===== src/rtl/crossbar_2x2.sv =====
// crossbar_2x2
//   2x2 switching cell for multi-stage interconnects (Benes/butterfly).
//   Two WIDTH-bit lanes are routed straight or crossed under one select bit.
//   The result is registered, so latency is one clk cycle.
//
//   Datapath:
//     stage A: a 1-to-2 demux per input. The unselected leg is driven to zero.
//     stage B: a 2-to-1 mux per output. Each mux picks the active demux leg
//              that heads for that output.
//     stage C: output register with synchronous active-high reset.
//
// Ports
//   clk      rising-edge clock
//   rst      synchronous reset, active high. Outputs clear to zero.
//   in1,in2  data lanes
//   control  0 = cross (out1<-in2, out2<-in1), 1 = straight (out1<-in1, out2<-in2)
//   out1,out2 registered output lanes

// 1-to-2 demux for one input lane.
// leg_same goes to the output with the same index as the input.
// leg_other goes to the opposite output.
module crossbar_2x2_demux #(
   parameter int WIDTH = 4
) (
   input  logic             sel_straight,
   input  logic [WIDTH-1:0] data,
   output logic [WIDTH-1:0] leg_same,
   output logic [WIDTH-1:0] leg_other
);
   assign leg_same  = sel_straight ? data : '0;
   assign leg_other = sel_straight ? '0   : data;
endmodule

// 2-to-1 mux for one output lane.
module crossbar_2x2_mux #(
   parameter int WIDTH = 4
) (
   input  logic             sel_straight,
   input  logic [WIDTH-1:0] from_same,
   input  logic [WIDTH-1:0] from_other,
   output logic [WIDTH-1:0] data
);
   assign data = sel_straight ? from_same : from_other;
endmodule

module crossbar_2x2 #(
   parameter int WIDTH = 4
) (
   input  logic             clk,
   input  logic             rst,
   input  logic [WIDTH-1:0] in1,
   input  logic [WIDTH-1:0] in2,
   input  logic             control,
   output logic [WIDTH-1:0] out1,
   output logic [WIDTH-1:0] out2
);
   // Index 0 is lane 1 and index 1 is lane 2.
   logic [1:0][WIDTH-1:0] lane_in;
   logic [1:0][WIDTH-1:0] leg_same;
   logic [1:0][WIDTH-1:0] leg_other;
   logic [1:0][WIDTH-1:0] lane_nxt;
   logic [1:0][WIDTH-1:0] lane_q;

   assign lane_in[0] = in1;
   assign lane_in[1] = in2;

   genvar i;
   generate
      for (i = 0; i < 2; i++) begin : g_lane
         crossbar_2x2_demux #(.WIDTH(WIDTH)) u_demux (
            .sel_straight (control),
            .data         (lane_in[i]),
            .leg_same     (leg_same[i]),
            .leg_other    (leg_other[i])
         );

         // Output i takes either its own input's straight leg
         // or the opposite input's cross leg.
         crossbar_2x2_mux #(.WIDTH(WIDTH)) u_mux (
            .sel_straight (control),
            .from_same    (leg_same[i]),
            .from_other   (leg_other[1-i]),
            .data         (lane_nxt[i])
         );
      end
   endgenerate

   always_ff @(posedge clk) begin
      if (rst) lane_q <= '0;
      else     lane_q <= lane_nxt;
   end

   assign out1 = lane_q[0];
   assign out2 = lane_q[1];
endmodule


===== config.mk =====
export PLATFORM = sky130hd
export DESIGN_NAME = crossbar_2x2
export DESIGN_NICKNAME = d
export VERILOG_FILES = /design/src/rtl/crossbar_2x2.sv
export SDC_FILE = /design/constraint.sdc
export NUM_CORES = 1
export LEC_CHECK = 0
export ABC_AREA = 1
export CORE_AREA = 2 2 39 41
export CTS_BUF_LIST = sky130_fd_sc_hd__clkbuf_2
export DETAILED_ROUTE_END_ITERATION = 8
export DIE_AREA = 0 0 41 43
export GPL_TIMING_DRIVEN = 0
export PLACE_DENSITY = 0.57
export SETUP_SLACK_MARGIN = 0.1
export SLEW_MARGIN = 0
export SYNTH_ARGS = -nofsm -noshare
export SYNTH_HDL_FRONTEND = slang
export SYNTH_SLANG_ARGS = --single-unit

===== constraint.sdc =====
create_clock -name clk -period 0.9 [get_ports clk]
set_input_delay 0.225 -clock clk [delete_from_list [all_inputs] [get_ports clk]]
set_output_delay 0.225 -clock clk [all_outputs]
set_load 0.05 [all_outputs]

==> impl_metrics.ini <==
[outcome]
status = complete, but fails checks
failed_checks = setup timing

[sta]
crit_share_post_route_pct = 104
finalSetupViolCount = 8
final-hold-violation-count = 0
slew_headroom_pct = 92.5
sum_of_negative_setup_slack_ns = -0.216
final_period_minus_worst_setup_slack_ns = 0.939
number_of_max_slew_violations_in_the_final_report = 0
rsz0062_at_grt = yes
hold_slack_ns = 0.246
timing.final.ws_setup_ns = -0.0389
fmax_ghz = 1.07
max_slew.worst_pin.slew_ns = 0.112

[clock_network]
cts_tree = done
cts_max_level = 1
clk_pin_slew_worst_paths_ns = 0.09
cts_buffers = 3
cts.path.max_buffers = 2
clock_sink_count = 8
cts-root-buf = sky130_fd_sc_hd__clkbuf_2

[cells_and_area]
layout.cell_area.non_filler_sq_um = 597
final-seq-area_sq_um = 170
syn_to_final_growth_pct = 71.6
drive_gt1_share_pct = 36.6
fillers = 159
layout.core_utilization_pct = 43.1
multiInputGateArea_sq_um = 130
design.final.nets = 84
num_antenna_cells = 0

[min_path]
hp-start = control
hp-class = primary input to register
hold_path_depth = 4
timing.hold.worst_endpoint = out1[2]

[die]
placement_rows = 14
design.die.area_sq_mm = 0.00176
core_region_area_sq_mm = 0.00138
ioPinCount = 19
die_x_microns = 41
start_util_pct = 25.1
die_h_microns = 43

[synth]
mappedNetlistNets = 62
library_cells_used_by_synthesis = 8
synth_largest_area_cell = sky130_fd_sc_hd__dfxtp_1
netlist_top_cells_count = sky130_fd_sc_hd__nand2_1 (14), sky130_fd_sc_hd__nor2_1 (14), sky130_fd_sc_hd__dfxtp_1 (8), sky130_fd_sc_hd__inv_1 (8)
postSynthCellCount = 51
warnings_from_yosys = 0
synthArstFlopShare_pct = 0
ys_dominant_reg_cell = sky130_fd_sc_hd__dfxtp_1
synth_seq_cells = 8
synth_sequential_area_ratio_pct = 46.0
synth-edff-count = 0
mappedNetlistArea_sq_um = 348
yosys-top-cells-area = sky130_fd_sc_hd__dfxtp_1 (46%), sky130_fd_sc_hd__nand2_1 (15%), sky130_fd_sc_hd__nor2_1 (15%), sky130_fd_sc_hd__inv_1 (8.6%), sky130_fd_sc_hd__buf_6 (6.5%)
post_synth.cell_area_avg_sq_um = 6.82
synth_top_area_share_pct = 46.0

[worst_setup_path]
critical_path.top_delay_family = flip-flops
cp.arrival_ns = 0.71
crit_slowest_cell = sky130_fd_sc_hd__dfxtp_2
worst-path-max-fanout = 1
worst_path_largest_cell_delay_ns = 0.34
end_kind = output port
timing.setup.critical_path_class = register to output port
critical_path.n_buffers_inverters = 1
critical_path.cell_chain = buf_8
startpoint_type = register
critPathRequiredTime_ns = 0.67

[drt]
route.antenna.remaining_nets = 0
routed-wl-met3_microns = 41
drcViolationCount = 0
vias_per_cell = 3.92
detailedRoute.firstPassIterationCount = 2
drt-initial-drc-count = 1
route.layer.met1.wl_microns = 269
routed_wirelength_microns = 673
route.met2.wl_microns = 342
routed-via-count = 341
highest-signal-layer = met4
wl_per_cell_microns = 7.74

[power_and_ir_drop]
power.switching_fraction_pct = 32.0
power.leakage_nw = 0.319
power_per_cell_area_mw_per_mm2 = 1470
internal_power_w = 0.000598
ir_drop_v = 0.000555
p_switching_w = 0.000281
clockPowerShare_pct = 24.0
power.share.combinational_pct = 30.7
seq_power_share_pct = 45.3

[global_route]
largest_net_degree_at_the_start_of_global_routing = 11
grt_first_pass_wirelength_microns = 993
antenna_found_initial = 0
grt_pass1_vias = 260
globalRouteTotalUtil_pct = 9.15
grt_overflow = 0

[placement]
dp.final_hpwl_microns = 508
globalplace.congestion = 0.657
dpl-instance-area_sq_um = 548
port_buffers = 17

[flow_run]
max_cap_violations = 0
-- power groups by stage --
stage               registers [W]  clock network (W)  logic (W)
global placement         0.000397                  0   0.000252
finish                   0.000398           0.000211   0.000270
global route             0.000401           0.000237   0.000289
CTS                      0.000397           0.000228   0.000264
floorplan                0.000488                  0  0.0000644
detailed placement       0.000399                  0   0.000253
-- flip-flops by register name, indices dropped and copies added (netlist names) --
signal,flops
out2,4
out1,4
-- placed cells by master, fill, tap and decap left out --
cell type / count
sky130_fd_sc_hd__dfxtp_2: 8
sky130_fd_sc_hd__nand2_1: 14
sky130_fd_sc_hd__clkbuf_2: 3
sky130_fd_sc_hd__buf_6: 4
sky130_fd_sc_hd__dlymetal6s2s_1: 1
sky130_fd_sc_hd__clkinv_2: 1
sky130_fd_sc_hd__clkdlybuf4s50_1: 7
sky130_fd_sc_hd__nor2_2: 2
sky130_fd_sc_hd__dlygate4sd2_1: 1
sky130_fd_sc_hd__buf_8: 6
sky130_fd_sc_hd__inv_1: 8
sky130_fd_sc_hd__nand2_2: 2
sky130_fd_sc_hd__nor2_1: 14
-- cells by family after synthesis --
logic type	synth area share [%]
buffers and inverters	16.5
flip-flops	46.0
AND/OR/NAND/NOR	37.4
-- metal layers --
metal	GRT usage, %	vias to the layer above
met2	12.5	11
met1	8.71	143
met5	0	-
li1	-	185
met4	12.0	0
met3	3.14	2
-- worst max path at each step --
| stage | start | to | slack [ns] | cells after the start |
|---|---|---|---|---|
| 2_1_floorplan | control | out2[2] | 0.17 | 4 |
| 3_3_place_gp | out2[2] | out2[2] | -0.41 | 1 |
| 3_5_place_dp | out2[2] | out2[2] | -0.41 | 1 |
| 4_1_cts | out2[2] | out2[2] | -0.06 | 1 |
| 5_1_grt | out2[2] | out2[2] | -0.08 | 1 |
| 6_report | out2[2] | out2[2] | -0.04 | 1 |
-- through the flow --
step           setup slack (ns)  std cells  power [W]
6_report                -0.0389         87   0.000879
3_3_place_gp             -0.409         84   0.000650
5_1_grt                 -0.0761         87   0.000927
4_1_cts                 -0.0647         87   0.000888
2_1_floorplan             0.166         51   0.000553
3_5_place_dp             -0.410         84   0.000652
-- timing repair --
item,4_1_cts,5_1_grt
pin swaps,1,1
buffers inserted,0,0
hold buffers,0,0
setup endpoints to repair,16,9
resized for setup,59,5
-- final cells by class --
class | instances | area share (%)
sequential | 8 | 28.5
tap | 16 | 3.35
buffer | 2 | 3.77
multi-input combinational | 32 | 21.8
timing repair buffer | 17 | 34.2
inverter | 9 | 5.87
clock buffer | 3 | 2.52
-- worst min-delay path, stage by stage --
cell,delay (ns)
sky130_fd_sc_hd__buf_6,0.10
sky130_fd_sc_hd__nand2_1,0.05
sky130_fd_sc_hd__nand2_1,0.05
sky130_fd_sc_hd__nor2_1,0.03
Note: power is estimated with default switching activity, not from simulation.
==> edit 1 (same settings) <==
`WIDTH` is set to 4 in 3 places; all go to 3.
--- a/src/rtl/crossbar_2x2.sv
+++ b/src/rtl/crossbar_2x2.sv
@@ -22,3 +22,3 @@
 module crossbar_2x2_demux #(
-   parameter int WIDTH = 4
+   parameter int WIDTH = 3
 ) (
@@ -35,3 +35,3 @@
 module crossbar_2x2_mux #(
-   parameter int WIDTH = 4
+   parameter int WIDTH = 3
 ) (
@@ -46,3 +46,3 @@
 module crossbar_2x2 #(
-   parameter int WIDTH = 4
+   parameter int WIDTH = 3
 ) (
Interface: changed (resized in1, in2, out1 and out2); port bits go from 19 to 15. The function was not compared with the original's and may differ.
==> edit 1 against the unedited design <==
The run still ends with negative setup slack left. Final area shrank 20%. Setup slack gained 0.038 ns. Sequential cell count shrank 2. Total power shrank 22%. Routed wire length shrank 31%. Final cell count shrank 17%. Area after synthesis shrank 29%. Critical endpoint is now out1[0]. Largest cell class unchanged.
==> edit 1: results <==
INSERT INTO impl_metrics (metric_group, metric, value, unit) VALUES
('outcome', 'status', 'finished, violations left', ''),
('outcome', 'failed_checks', 'negative setup slack', ''),
('power_and_ir_drop', 'p_switching', '206', 'µW'),
('timing', 'post-route-worst-setup-slack', '-0.00137', 'ns'),
('route', 'route.detailed.vias_per_inst', '3.58', ''),
('power_and_ir_drop', 'cellLeakagePower', '0.265', 'nW'),
('route', 'totalWireLength', '463', 'µm'),
('layout', 'layout.nets', '67', ''),
('route', 'detail_route.wl_per_cell', '6.43', 'µm'),
('route', 'detailedRoute.firstIterationViolations', '3', ''),
('logic_synthesis', 'synthTopCellsByCount', 'sky130_fd_sc_hd__nand2_1 (12), sky130_fd_sc_hd__nor2_1 (12), sky130_fd_sc_hd__inv_1 (7)', ''),
('logic_synthesis', 'mappedNetlistNets', '47', ''),
('timing', 'setup_violations', '2', ''),
('power_and_ir_drop', 'max-vdd-ir-drop', '299', 'µV'),
('route', 'number_of_detailed_routing_iterations_run_before_antenna_repair', '3', ''),
('logic_synthesis', 'netlist_top_cells_area', 'sky130_fd_sc_hd__dfxtp_1 (48%), sky130_fd_sc_hd__nand2_1 (18%), sky130_fd_sc_hd__nor2_1 (18%)', ''),
('logic_synthesis', 'synth_cell_types', '5', ''),
('placement', 'detailed_place_hpwl', '376', 'µm'),
('logic_synthesis', 'synth.yosys.seq_area_share', '48.5', '%'),
('placement', 'gp_congestion', '0.729', '');
[edit 1: logic make-up after synthesis]
family        after synthesis
simple gates               24
flops                       6
buf+inv                     8
[edit 1: power by group through the flow]
stage	Sequential [mW]	Combinational (mW)	Clock, mW
finish	0.300	0.209	0.176
CTS	0.297	0.199	0.189
global route	0.301	0.224	0.202
global placement	0.298	0.186	0
floorplan	0.366	0.0406	0
detailed placement	0.298	0.188	0
[edit 1: cell type report]
class | instances | area, µm²
tap | 16 | 20.0
multi-input combinational | 24 | 90.1
timing repair buffer | 15 | 185
inverter | 7 | 26.3
fill | 150 | 908
clock buffer | 3 | 15.0
sequential | 6 | 128
buffer | 1 | 11.3
[edit 1: timing repair]
action | CTS | global route
endpoints found under the setup margin | 12 | 12
cloned | 1 | 0
setup buffers | 0 | 0
resized for setup | 45 | 8
[edit 1: layer usage]
| layer | share of wire [%] | wire, µm |
|---|---|---|
| met5 | 0 | 0 |
| met1 | 37 | 169 |
| met2 | 56 | 261 |
| met4 | 0 | 0 |
| met3 | 7.1 | 33 |
==> edit 2 (config.mk and constraints unchanged) <==
Without the edit above. Put a register stage on the outputs `out1` and `out2`. The values now appear one clock later. Comments in the files are not updated.
--- a/src/rtl/crossbar_2x2.sv
+++ b/src/rtl/crossbar_2x2.sv
@@ -92,4 +92,6 @@
 
-   assign out1 = lane_q[0];
-   assign out2 = lane_q[1];
+   always_ff @(posedge clk) begin
+      out1 <= lane_q[0];
+      out2 <= lane_q[1];
+   end
 endmodule
Behaviour: not the same (Yosys sat finds a counterexample within 4 cycles, from zero or initial values and one cycle with rst high).
==> edit 2 against the unedited design <==
The run still ends with negative setup slack left. Die area stayed put. Sequential cell count is 8 higher. Maximum frequency is 6.1% lower. Final area is 28% higher. Total power is 54% higher. First-iteration DRC count stayed put. Clock power is 43% higher. Setup slack worse by 0.060 ns. Area after synthesis is 46% higher. Routed wire length is 4.3% higher.
==> edit 2: results <==
INSERT INTO impl_metrics (metric_group, metric, value, unit) VALUES
('timing', 'setup_violations', '8', ''),
('logic_synthesis', 'synth.avg_cell_area', '8.61', 'µm²'),
('route', 'detail_route.wl_per_cell', '7.31', 'µm'),
('layout', 'clk_share', '2.46', '%'),
('layout', 'layout.nonclk_buf_share', '30.0', '%'),
('setup_path', 'critical_path.startpoint', 'out2[3]', ''),
('grt', 'grt_pass1_wl', '1190', 'µm'),
('logic_synthesis', 'synthTopCellsByCount', 'sky130_fd_sc_hd__dfxtp_1 (16), sky130_fd_sc_hd__nand2_1 (14), sky130_fd_sc_hd__nor2_1 (14)', ''),
('layout', 'drive_gt1_share', '32.5', '%'),
('layout', 'multi_input_area_share', '17.0', '%'),
('outcome', 'failed_checks', 'negative setup slack', ''),
('logic_synthesis', 'mappedNetlistNets', '70', ''),
('route', 'vias_after_detailed_routing', '385', ''),
('timing', 'fin_tns_setup', '-0.749', 'ns'),
('placement', 'gp_congestion', '0.637', ''),
('timing', 'post-route-worst-setup-slack', '-0.0994', 'ns'),
('outcome', 'status', 'finished, violations left', ''),
('layout', 'seqAreaFraction', '43.3', '%'),
('placement', 'place_inst', '92', ''),
('clock_tree', 'clk_pin_slew', '0.14', 'ns');
edit 2: worst paths after layout:
kind / to / slack (ns) / cells after the start
worst max-delay path: out2[3] / -0.1 / 1
worst min-delay path: lane_q[3] / 0.20 / 4
worst max register to register: out2[2] / 0.49 / 0
worst min register to register: out2[1] / 0.33 / 0
edit 2: timing repair:
item / 4_1_cts / 5_1_grt
pin swaps: 0 / 0
setup endpoints to repair: 8 / 8
gates resized for setup: 57 / 6
buffers inserted: 0 / 0
edit 2: cells by family (layout without fill, tap and decap cells):
kind of cell | after synthesis | after routing | synth area share (%)
buf+inv | 11 | 32 | 11.3
flops | 16 | 16 | 63.1
simple gates | 32 | 32 | 25.6
edit 2: per-stage QoR:
stage	cell area, µm²	hold WS (ns)	worst slack (ns)	util, %
2_1_floorplan	518	0.310	0.169	-
3_3_place_gp	708	0.310	-0.406	51.2
3_5_place_dp	708	0.312	-0.407	51.2
4_1_cts	741	0.185	-0.113	53.5
5_1_grt	763	0.165	-0.164	55.2
6_report	763	0.198	-0.0994	55.2
edit 2: power by group through the flow:
stage	Sequential [mW]	Combinational, mW	Clock, mW
after floorplan	0.878	0.0644	0
after CTS	0.780	0.262	0.318
after detailed placement	0.790	0.253	0
final	0.783	0.274	0.301
after global routing	0.790	0.294	0.364
after global placement	0.788	0.252	0
edit 2: metal layers:
metal / GRT usage, % / vias to the layer above / wire length [µm]
met1: 14.5 / 158 / 303
li1: - / 211 / -
met4: 10.0 / 0 / 16
met5: 0 / - / 0
met3: 3.14 / 3 / 31
met2: 12.2 / 13 / 351
